<file path="src/rtl/mux_stim_ctrl.sv">
// Stimulus/control stage for the 2:1 LED mux demo.
// Debounced push-button toggles sel; a slow divider steps in1/in2.
module mux_stim_ctrl #(
  parameter logic [19:0] CNT_MAX = 20'd999_999,
  parameter logic [23:0] DIV_MAX = 24'd12_499_999
) (
  input  logic       sys_clk,
  input  logic       sys_rst_n,
  input  logic       key_in,
  output logic [1:0] in1,
  output logic [1:0] in2,
  output logic       sel,
  output logic       key_flag
);

  typedef enum logic [1:0] {
    IDLE,
    FILT_DN,
    DOWN,
    FILT_UP
  } state_t;

  // cnt reaching CNT_MAX-1 on this edge completes the filter window
  localparam logic [19:0] CNT_LAST = CNT_MAX - 20'd2;

  state_t      state_q;
  logic [19:0] cnt_q;
  logic        sync1_q;
  logic        sync2_q;
  logic        sel_q;
  logic        key_flag_q;
  logic [23:0] div_q;
  logic [1:0]  in1_q;
  logic [1:0]  in2_q;
  logic        key_sync;

  assign key_sync = sync2_q;

  always_ff @(posedge sys_clk or negedge sys_rst_n) begin
    if (!sys_rst_n) begin
      sync1_q    <= 1'b1;
      sync2_q    <= 1'b1;
      state_q    <= IDLE;
      cnt_q      <= '0;
      sel_q      <= 1'b0;
      key_flag_q <= 1'b0;
    end else begin
      sync1_q    <= key_in;
      sync2_q    <= sync1_q;
      key_flag_q <= 1'b0;
      unique case (state_q)
        IDLE: begin
          if (!key_sync) begin
            state_q <= FILT_DN;
            cnt_q   <= '0;
          end
        end
        FILT_DN: begin
          if (key_sync) begin
            state_q <= IDLE;
            cnt_q   <= '0;
          end else if (cnt_q == CNT_LAST) begin
            state_q    <= DOWN;
            cnt_q      <= '0;
            key_flag_q <= 1'b1;
            sel_q      <= ~sel_q;
          end else begin
            cnt_q <= cnt_q + 20'd1;
          end
        end
        DOWN: begin
          if (key_sync) begin
            state_q <= FILT_UP;
            cnt_q   <= '0;
          end
        end
        FILT_UP: begin
          if (!key_sync) begin
            state_q <= DOWN;
            cnt_q   <= '0;
          end else if (cnt_q == CNT_LAST) begin
            state_q <= IDLE;
            cnt_q   <= '0;
          end else begin
            cnt_q <= cnt_q + 20'd1;
          end
        end
        default: begin
          state_q <= IDLE;
          cnt_q   <= '0;
        end
      endcase
    end
  end

  always_ff @(posedge sys_clk or negedge sys_rst_n) begin
    if (!sys_rst_n) begin
      div_q <= '0;
      in1_q <= 2'b00;
      in2_q <= 2'b11;
    end else if (div_q == DIV_MAX) begin
      div_q <= '0;
      in1_q <= in1_q + 2'd1;
      in2_q <= in2_q - 2'd1;
    end else begin
      div_q <= div_q + 24'd1;
    end
  end

  assign in1      = in1_q;
  assign in2      = in2_q;
  assign sel      = sel_q;
  assign key_flag = key_flag_q;

endmodule
</file>
<file path="config.mk">
export PLATFORM = sky130hd
export DESIGN_NAME = mux_stim_ctrl
export DESIGN_NICKNAME = d
export VERILOG_FILES = /design/src/rtl/mux_stim_ctrl.sv
export SDC_FILE = /design/constraint.sdc
export NUM_CORES = 1
export LEC_CHECK = 0
export ABC_CLOCK_PERIOD_IN_PS = 2300
export CELL_PAD_IN_SITES_DETAIL_PLACEMENT = 2
export CELL_PAD_IN_SITES_GLOBAL_PLACEMENT = 2
export CORE_UTILIZATION = 40
export DETAILED_ROUTE_END_ITERATION = 8
export PLACE_DENSITY = 0.76
export SKIP_CTS_REPAIR_TIMING = 1
export SYNTH_ARGS = -nofsm -noshare
export SYNTH_HDL_FRONTEND = slang
export SYNTH_SLANG_ARGS = --single-unit
</file>
<file path="constraint.sdc">
create_clock -name sys_clk -period 2.3 [get_ports sys_clk]
set_input_delay 0.575 -clock sys_clk [delete_from_list [all_inputs] [get_ports sys_clk]]
set_output_delay 0.575 -clock sys_clk [all_outputs]
set_load 0.02 [all_outputs]
</file>
Word-level counts from Yosys, hierarchy flattened
Cells that the tools add are included.

Flip-flop bits (word level): 54. Input port bits: 3. Word-level logic and storage cells: 45.

Add/subtract/negate cells: 4. Equality and inequality tests: 9. Multiplexer cells: 17. Bitwise gates (word level): 2. Reduce and logical (&&, ||, !) cells: 4.

Operator list (number): $mux W20 (5); $pmux W20 S4 (1); $add A24 B1 Y24 const B (1); $eq A24 B24 Y1 const B (1); $mux W24 (1); $add A20 B1 Y20 const B (1); $eq A20 B20 Y1 const B (1); $mux W2 (6); $pmux W2 S4 (1); $ne A3 B3 Y1 const B (2); $eq A2 B2 Y1 const B (2); $ne A2 B2 Y1 const B (2); $reduce_and A4 Y1 (1); $mux W1 (3); $reduce_and A3 Y1 (1); $add A2 B1 Y2 const B (1); $eq A2 B1 Y1 const B (1); $logic_not A2 Y1 (1); $not A1 Y1 (2); $reduce_and A2 Y1 (1); $sub A2 B1 Y2 const B (1).

Logic depth before layout (Yosys ltp)
Gate-level depths: netlist of run 1.

Depth after elaboration: 4. Mapped depth: 9. Gate-level depth less buffers: 7.

Worst setup path after synthesis of run 1
No wires, ideal clock.

Path type: flip-flop to flip-flop. From: reg cnt_q[0]. To: reg cnt_q[18]. Library setup time: 0.124 ns. Arrival: 1.708 ns. Required time: 2.176 ns. Setup slack: 0.468 ns. Cell stages (with the launch flop): 7. Path buffers: 0. Period minus slack after synthesis: 1.832 ns. Cell sequence: dfrtp_1 ha_1 nand3_1 nor4_4 nand3_1 o211a_1 a211o_1.

Longest elaborated chain between the ends: 4. Elaborated cells between the ends (all ways): 6. Those cells by class: add/sub: 1; eq/ne: 1; mux: 4.

RTL lines: start: declaration (line 27) `logic [19:0] cnt_q;`; start signal: assignment (line 68) `cnt_q <= cnt_q + 20'd1;`; start signal: assignment (line 85) `cnt_q <= cnt_q + 20'd1;`; $add A20 B1 Y20 / $eq A20 B20 Y1 (equally long branches); $mux W20 * (line 62, 81); $mux W20 (on tied branches) (line 78, 59); $pmux W20 S4 * (line 51) `unique case (state_q)`.

Every way passes the cells marked *; elsewhere a longest branch is shown, timed or not. A chain may end at the register's enable or synchronous reset.

Final worst setup path of run 1
From: reg cnt_q[10]. To: reg cnt_q[15].

Same word-level chain as after synthesis.

==> flow_summary.json, run 1 <==
{
  "placementRows": 29,
  "p_int_mw": 1.20,
  "cts_max_level": 2,
  "drt_wl_total_um": 6650,
  "dp_hpwl_um": 4650,
  "worst_setup_path_end_kind": "flop",
  "fin_crit_sh_pct": 92.1,
  "drv_slew": 0,
  "clk_path_buf_depth": 2,
  "hp-class": "primary input to async pin",
  "synth.avg_cell_area_um2": 10.1,
  "critPathBufInv": 1,
  "fmax_ghz": 0.472,
  "worstPathRequired_ns": 2.49,
  "peakVddDrop_mv": 0.321,
  "dieArea_um2": 7040,
  "fin_worst_skew_ns": 0.00637,
  "ant_nets": 0,
  "maxCapViolations": 0,
  "critical_path_arrival_ns": 2.31,
  "grt_pass1_vias": 2195,
  "area_growth_syn_to_layout_pct": 13.0,
  "dieHeight_um": 83.9,
  "nNetsFinal": 294,
  "synth_cell_type_count": 42,
  "critical-path-slowest-cell": "or4_4",
  "clk_pin_slew_ns": 0.09,
  "cellPowerDensity_nw_per_um2": 524,
  "gp_congestion": 0.746,
  "die_w_um": 83.9,
  "rsz0062_at_grt": "false",
  "status": "completed",
  "ys_ff_latch": 54,
  "max_stage_delay_ns": 0.60,
  "grt_max_degree": 33,
  "drc": 0,
  "power.share.clock_pct": 33.5,
  "n_antenna_cell": 0,
  "syn_area_um2": 2680,
  "fp.coreArea_um2": 6420,
  "cts-root-buf": "clkbuf_8",
  "totalNegativeSetupSlack_ns": 0,
  "synthCells": 266,
  "cts_buffers": 5,
  "drive_above_1_share_pct": 14.2,
  "worst_pin_slew_ns": 0.581,
  "ys_seq_area_share_pct": 50.6,
  "ys_warn_count": 0,
  "grt-ovfl-total": 0,
  "crit_path_start_kind": "flop",
  "cts.sinks": 54,
  "fin_crit_ns": 2.12,
  "io_pins": 9,
  "worstPathMaxFanout": 23,
  "switchingPower_mw": 0.386,
  "tritoncts": "built",
  "vias": 2069,
  "slew_headroom_pct": 61.2,
  "switching_share_pct": 24.3,
  "io_buffers": 8,
  "timing.hold.ws_ns": 0.252,
  "avgRoutedWirePerCell_um": 18.2,
  "antenna_found_initial": 0,
  "insertion_delay_ns": 0.31,
  "pwr-share-seq_pct": 61.7,
  "timing.final.hold_violations": 0,
  "leakagePower_nw": 1.32,
  "start_util_pct": 41.7,
  "pwr-share-comb_pct": 4.8,
  "synth.net_count": 272,
  "path_cells": "or4_4 > nor3_4 > a21oi_4 > buf_4 > a21oi_1 > o22ai_1",
  "crit_type": "flop to flop",
  "drtIter0Drc": 91,
  "drtPass1Iterations": 4,
  "grt_pass1_wl_um": 11300,
  "track_usage_pct": 20.6,
  "setup_viol": 0,
  "via_per_inst": 5.65,
  "path_delay_family": "simple AND/OR/NAND/NOR gates"
}
-- through the flow --
stage | cells | area, um^2 | utilization [%] | total power [mW] | setup WS [ns]
after floorplan | 266 | 2680 | - | 1.03 | 0.468
after detailed placement | 358 | 2940 | 45.7 | 1.07 | -0.0329
final | 366 | 3030 | 47.2 | 1.59 | 0.181
after global placement | 358 | 2940 | 45.7 | 1.07 | 0.137
after global routing | 366 | 3030 | 47.2 | 1.66 | 0.0952
after CTS | 366 | 3020 | 47.0 | 1.62 | -0.0618
-- path summary, 6_finish.rpt --
kind                       startpoint        end  slack (ns)  cells past startpoint
setup reg to reg            cnt_q[10]  cnt_q[15]        0.18                      6
hold reg to reg               sync1_q   key_sync        0.37                      0
max in group asynchronous   sys_rst_n     in2[0]        1.41                      2
hold / removal              sys_rst_n   cnt_q[7]        0.25                      1
min in group sys_clk          sync1_q   key_sync        0.37                      0
setup / recovery            cnt_q[10]  cnt_q[15]        0.18                      6
-- flip-flops by register name, indices dropped and copies added, names as in the netlist, named ones only --
signal    cells
div_q        24
cnt_q        20
in1           2
in2           2
key_flag      1
key_sync      1
sel           1
state_q       1
sync1_q       1
-- layer usage --
metal	routed length (um)	share of wire, %	vias to the layer above	track usage (%)
li1	-	-	988	-
met1	3320	50	1062	28.5
met2	3140	47	13	33.4
met3	104	1.6	6	3.26
met4	86	1.3	0	6.58
met5	0	0	-	0
-- Yosys cell counts (all sizes together) --
library cell | number | area, um^2
nand4 | 10 | 68.8
o211a | 1 | 10.0
nor2b | 2 | 12.5
nand3 | 23 | 115
or4 | 2 | 22.5
nand2 | 30 | 113
buf | 5 | 31.3
nor2 | 20 | 75.1
a31oi | 12 | 75.1
a211o | 1 | 8.76
xor2 | 14 | 123
xnor2 | 11 | 96.3
a21o | 3 | 22.5
o22ai | 3 | 18.8
mux2i | 2 | 20.0
dfrtp | 50 | 1250
or2b | 1 | 7.51
dfstp | 4 | 105
nor3 | 6 | 51.3
or3 | 3 | 18.8
or2 | 2 | 12.5
o21ai | 7 | 35.0
ha | 3 | 37.5
clkbuf | 3 | 11.3
nor4b | 1 | 8.76
and4 | 3 | 26.3
nand2b | 4 | 25.0
and3 | 5 | 31.3
inv | 8 | 30.0
nor4 | 6 | 86.3
a41oi | 3 | 26.3
or4b | 1 | 10.0
and2 | 2 | 12.5
nand4b | 1 | 8.76
a21oi | 14 | 73.8
-- cell type report --
class / count / area [um^2]
clock inverters: 2 / 13.8
well taps: 77 / 96.3
repair buffers: 23 / 200
inverters: 8 / 30.0
flip-flops and latches: 54 / 1360
multi-input cells: 196 / 1260
fillers: 693 / 3390
clock buffers: 6 / 72.6
-- cells in the final DEF, fill, tap and decap left out, drive strengths merged, types with 7 or more instances in the layout --
cell type	n
dfrtp	50
nand2	30
nand3	23
nor2	20
buf	16
xor2	14
a21oi	14
a31oi	12
xnor2	11
nand4	10
inv	8
o21ai	7
clkdlybuf4s50	7
-- power by group through the flow --
stage / Sequential [mW] / Clock, mW / Combinational [mW]
floorplan: 0.992 / 0 / 0.0386
global placement: 0.995 / 0 / 0.0741
detailed placement: 0.997 / 0 / 0.0776
CTS: 0.979 / 0.567 / 0.0780
global route: 0.982 / 0.586 / 0.0886
finish: 0.980 / 0.531 / 0.0765
-- cells by family (layout without fill, tap and decap cells) --
family / after synthesis / after routing / share of synthesized area [%]
flops: 54 / 54 / 50.6
buf+inv: 16 / 39 / 2.71
simple gates: 122 / 122 / 26.3
mux: 2 / 2 / 0.747
fa+ha+maj: 3 / 3 / 1.40
compound gates: 44 / 44 / 10.1
xor+xnor: 25 / 25 / 8.17
Power figures use the tool's default switching activity.
==> run 2, diff against run 1 <==
--- a/config.mk
+++ b/config.mk
@@ -10,6 +10,7 @@
 export CELL_PAD_IN_SITES_GLOBAL_PLACEMENT = 2
 export CORE_UTILIZATION = 40
 export DETAILED_ROUTE_END_ITERATION = 8
+export GPL_TIMING_DRIVEN = 0
 export PLACE_DENSITY = 0.76
 export SKIP_CTS_REPAIR_TIMING = 1
 export SYNTH_ARGS = -nofsm -noshare
==> run 2 against run 1 <==
Net effect:
- core utilization is 1.0 points lower
- flip-flop and latch count stayed put
- wire length hardly changed
- design area is 2.2% lower
- count of clock-buffer cells in the layout is 1 higher
- clock power hardly changed
- clock skew hardly changed
==> flow_summary.json, run 2 (synthesis results as in run 1) <==
{
  "worstPathRequired_ns": 2.50,
  "critPathBufInv": 0,
  "top_register": "div_q",
  "hp-class": "primary input to async pin",
  "stdcell_area_um2": 2960,
  "slew_headroom_pct": 43.6,
  "fp.coreArea_um2": 6420,
  "track_usage_pct": 20.8,
  "fin_worst_skew_ns": 0.00617,
  "dp_hpwl_um": 4680,
  "setup_viol": 0,
  "insertion_delay_ns": 0.31,
  "start_util_pct": 41.7,
  "clk_path_buf_depth": 2,
  "grt_pass1_wl_um": 11500,
  "vias": 2042,
  "status": "completed",
  "clk_pin_slew_ns": 0.10,
  "nFillCells": 709,
  "ff_latch_area_um2": 1360,
  "antenna_found_initial": 0,
  "io_pins": 9,
  "cts_max_level": 2,
  "cts_buffers": 5,
  "area_growth_syn_to_layout_pct": 10.5,
  "dieHeight_um": 83.9,
  "timing.hold.ws_ns": 0.229,
  "drt_wl_total_um": 6650,
  "die_w_um": 83.9,
  "worstPathMaxFanout": 6,
  "drtPass1Iterations": 4,
  "reg.largest.list": "div_q: 24 flops, cnt_q: 20 flops",
  "timing.final.hold_violations": 0,
  "multiInputGateArea_um2": 1260,
  "worst_pin_slew_ns": 0.839,
  "crit_path_start_kind": "flop",
  "gp_congestion": 0.736,
  "largest_reg_flops": 24,
  "final_cell_mix": "50 x dfrtp_1, 30 x nand2_1, 23 x nand3_1",
  "drc": 0,
  "drive_above_1_share_pct": 11.0,
  "peakVddDrop_mv": 0.356,
  "drv_slew": 0,
  "cts-root-buf": "clkbuf_8",
  "critical_path_arrival_ns": 2.27,
  "dieArea_um2": 7040,
  "max_stage_delay_ns": 0.47,
  "dpl-instance-area_um2": 2870,
  "p_total_mw": 1.59,
  "drtIter0Drc": 80,
  "avgRoutedWirePerCell_um": 18.5,
  "grt-ovfl-total": 0,
  "fmax_ghz": 0.483,
  "io_buffers": 8,
  "nNetsFinal": 288,
  "grt_max_degree": 34,
  "cp_common_cell": "nand3_1",
  "mostFrequentLayoutCell": "dfrtp_1",
  "via_per_inst": 5.67,
  "fin_crit_ns": 2.07,
  "cts.sinks": 54,
  "grt_pass1_vias": 2259,
  "n_antenna_cell": 0,
  "cellPowerDensity_nw_per_um2": 536,
  "path_delay_family": "simple AND/OR/NAND/NOR gates",
  "critical-path-slowest-cell": "dfrtp_1",
  "crit_type": "flop to flop",
  "placementRows": 29,
  "tritoncts": "built",
  "leakagePower_nw": 1.29,
  "fin_crit_sh_pct": 90.0,
  "path_cells": "ha_1 > nand3_1 > nor4_4 > nand3_1 > o211a_1 > a211o_1",
  "rsz0062_at_grt": "false",
  "fin_util_pct": 46.1,
  "ant_nets": 0,
  "worst_setup_path_end_kind": "flop",
  "maxCapViolations": 0
}
-- run 2: layer usage --
layer / global-route usage [%] / up-vias / part of all wire (%)
li1: - / 975 / -
met4: 5.17 / 0 / 0.75
met1: 29.4 / 1036 / 50
met2: 34.1 / 26 / 47
met5: 0 / - / 0
met3: 2.67 / 5 / 2.1
-- run 2: worst paths after layout --
path | startpoint | end | slack (ns) | depth (start not counted)
setup / recovery | cnt_q[0] | cnt_q[18] | 0.23 | 6
max in group asynchronous | sys_rst_n | in2[1] | 1.45 | 2
min in group sys_clk | sync1_q | key_sync | 0.36 | 0
hold / removal | sys_rst_n | cnt_q[15] | 0.23 | 1
hold reg to reg | sync1_q | key_sync | 0.36 | 0
setup reg to reg | cnt_q[0] | cnt_q[18] | 0.23 | 6
-- run 2: layout make-up --
cell class / instances / share of cell area (%)
sequential: 54 / 45.8
multi-input combinational: 196 / 42.5
tap: 77 / 3.25
timing repair buffer: 9 / 3.21
clock buffer: 7 / 2.58
buffer: 8 / 1.44
inverter: 8 / 1.01
clock inverter: 1 / 0.253
-- run 2: where the power goes --
part	leakage, nW	switching (mW)	internal (mW)
Sequential	0.722	0.0167	0.962
Combinational	0.527	0.0534	0.0246
Clock	0.0385	0.314	0.217
-- run 2: through the flow --
stage	TNS, ns	worst slack [ns]	std cells
6_report	0	0.231	360
2_1_floorplan	0	0.468	266
5_1_grt	0	0.0231	360
3_5_place_dp	0	0.103	352
3_3_place_gp	-55.73	-1.08	351
4_1_cts	0	0.0835	360
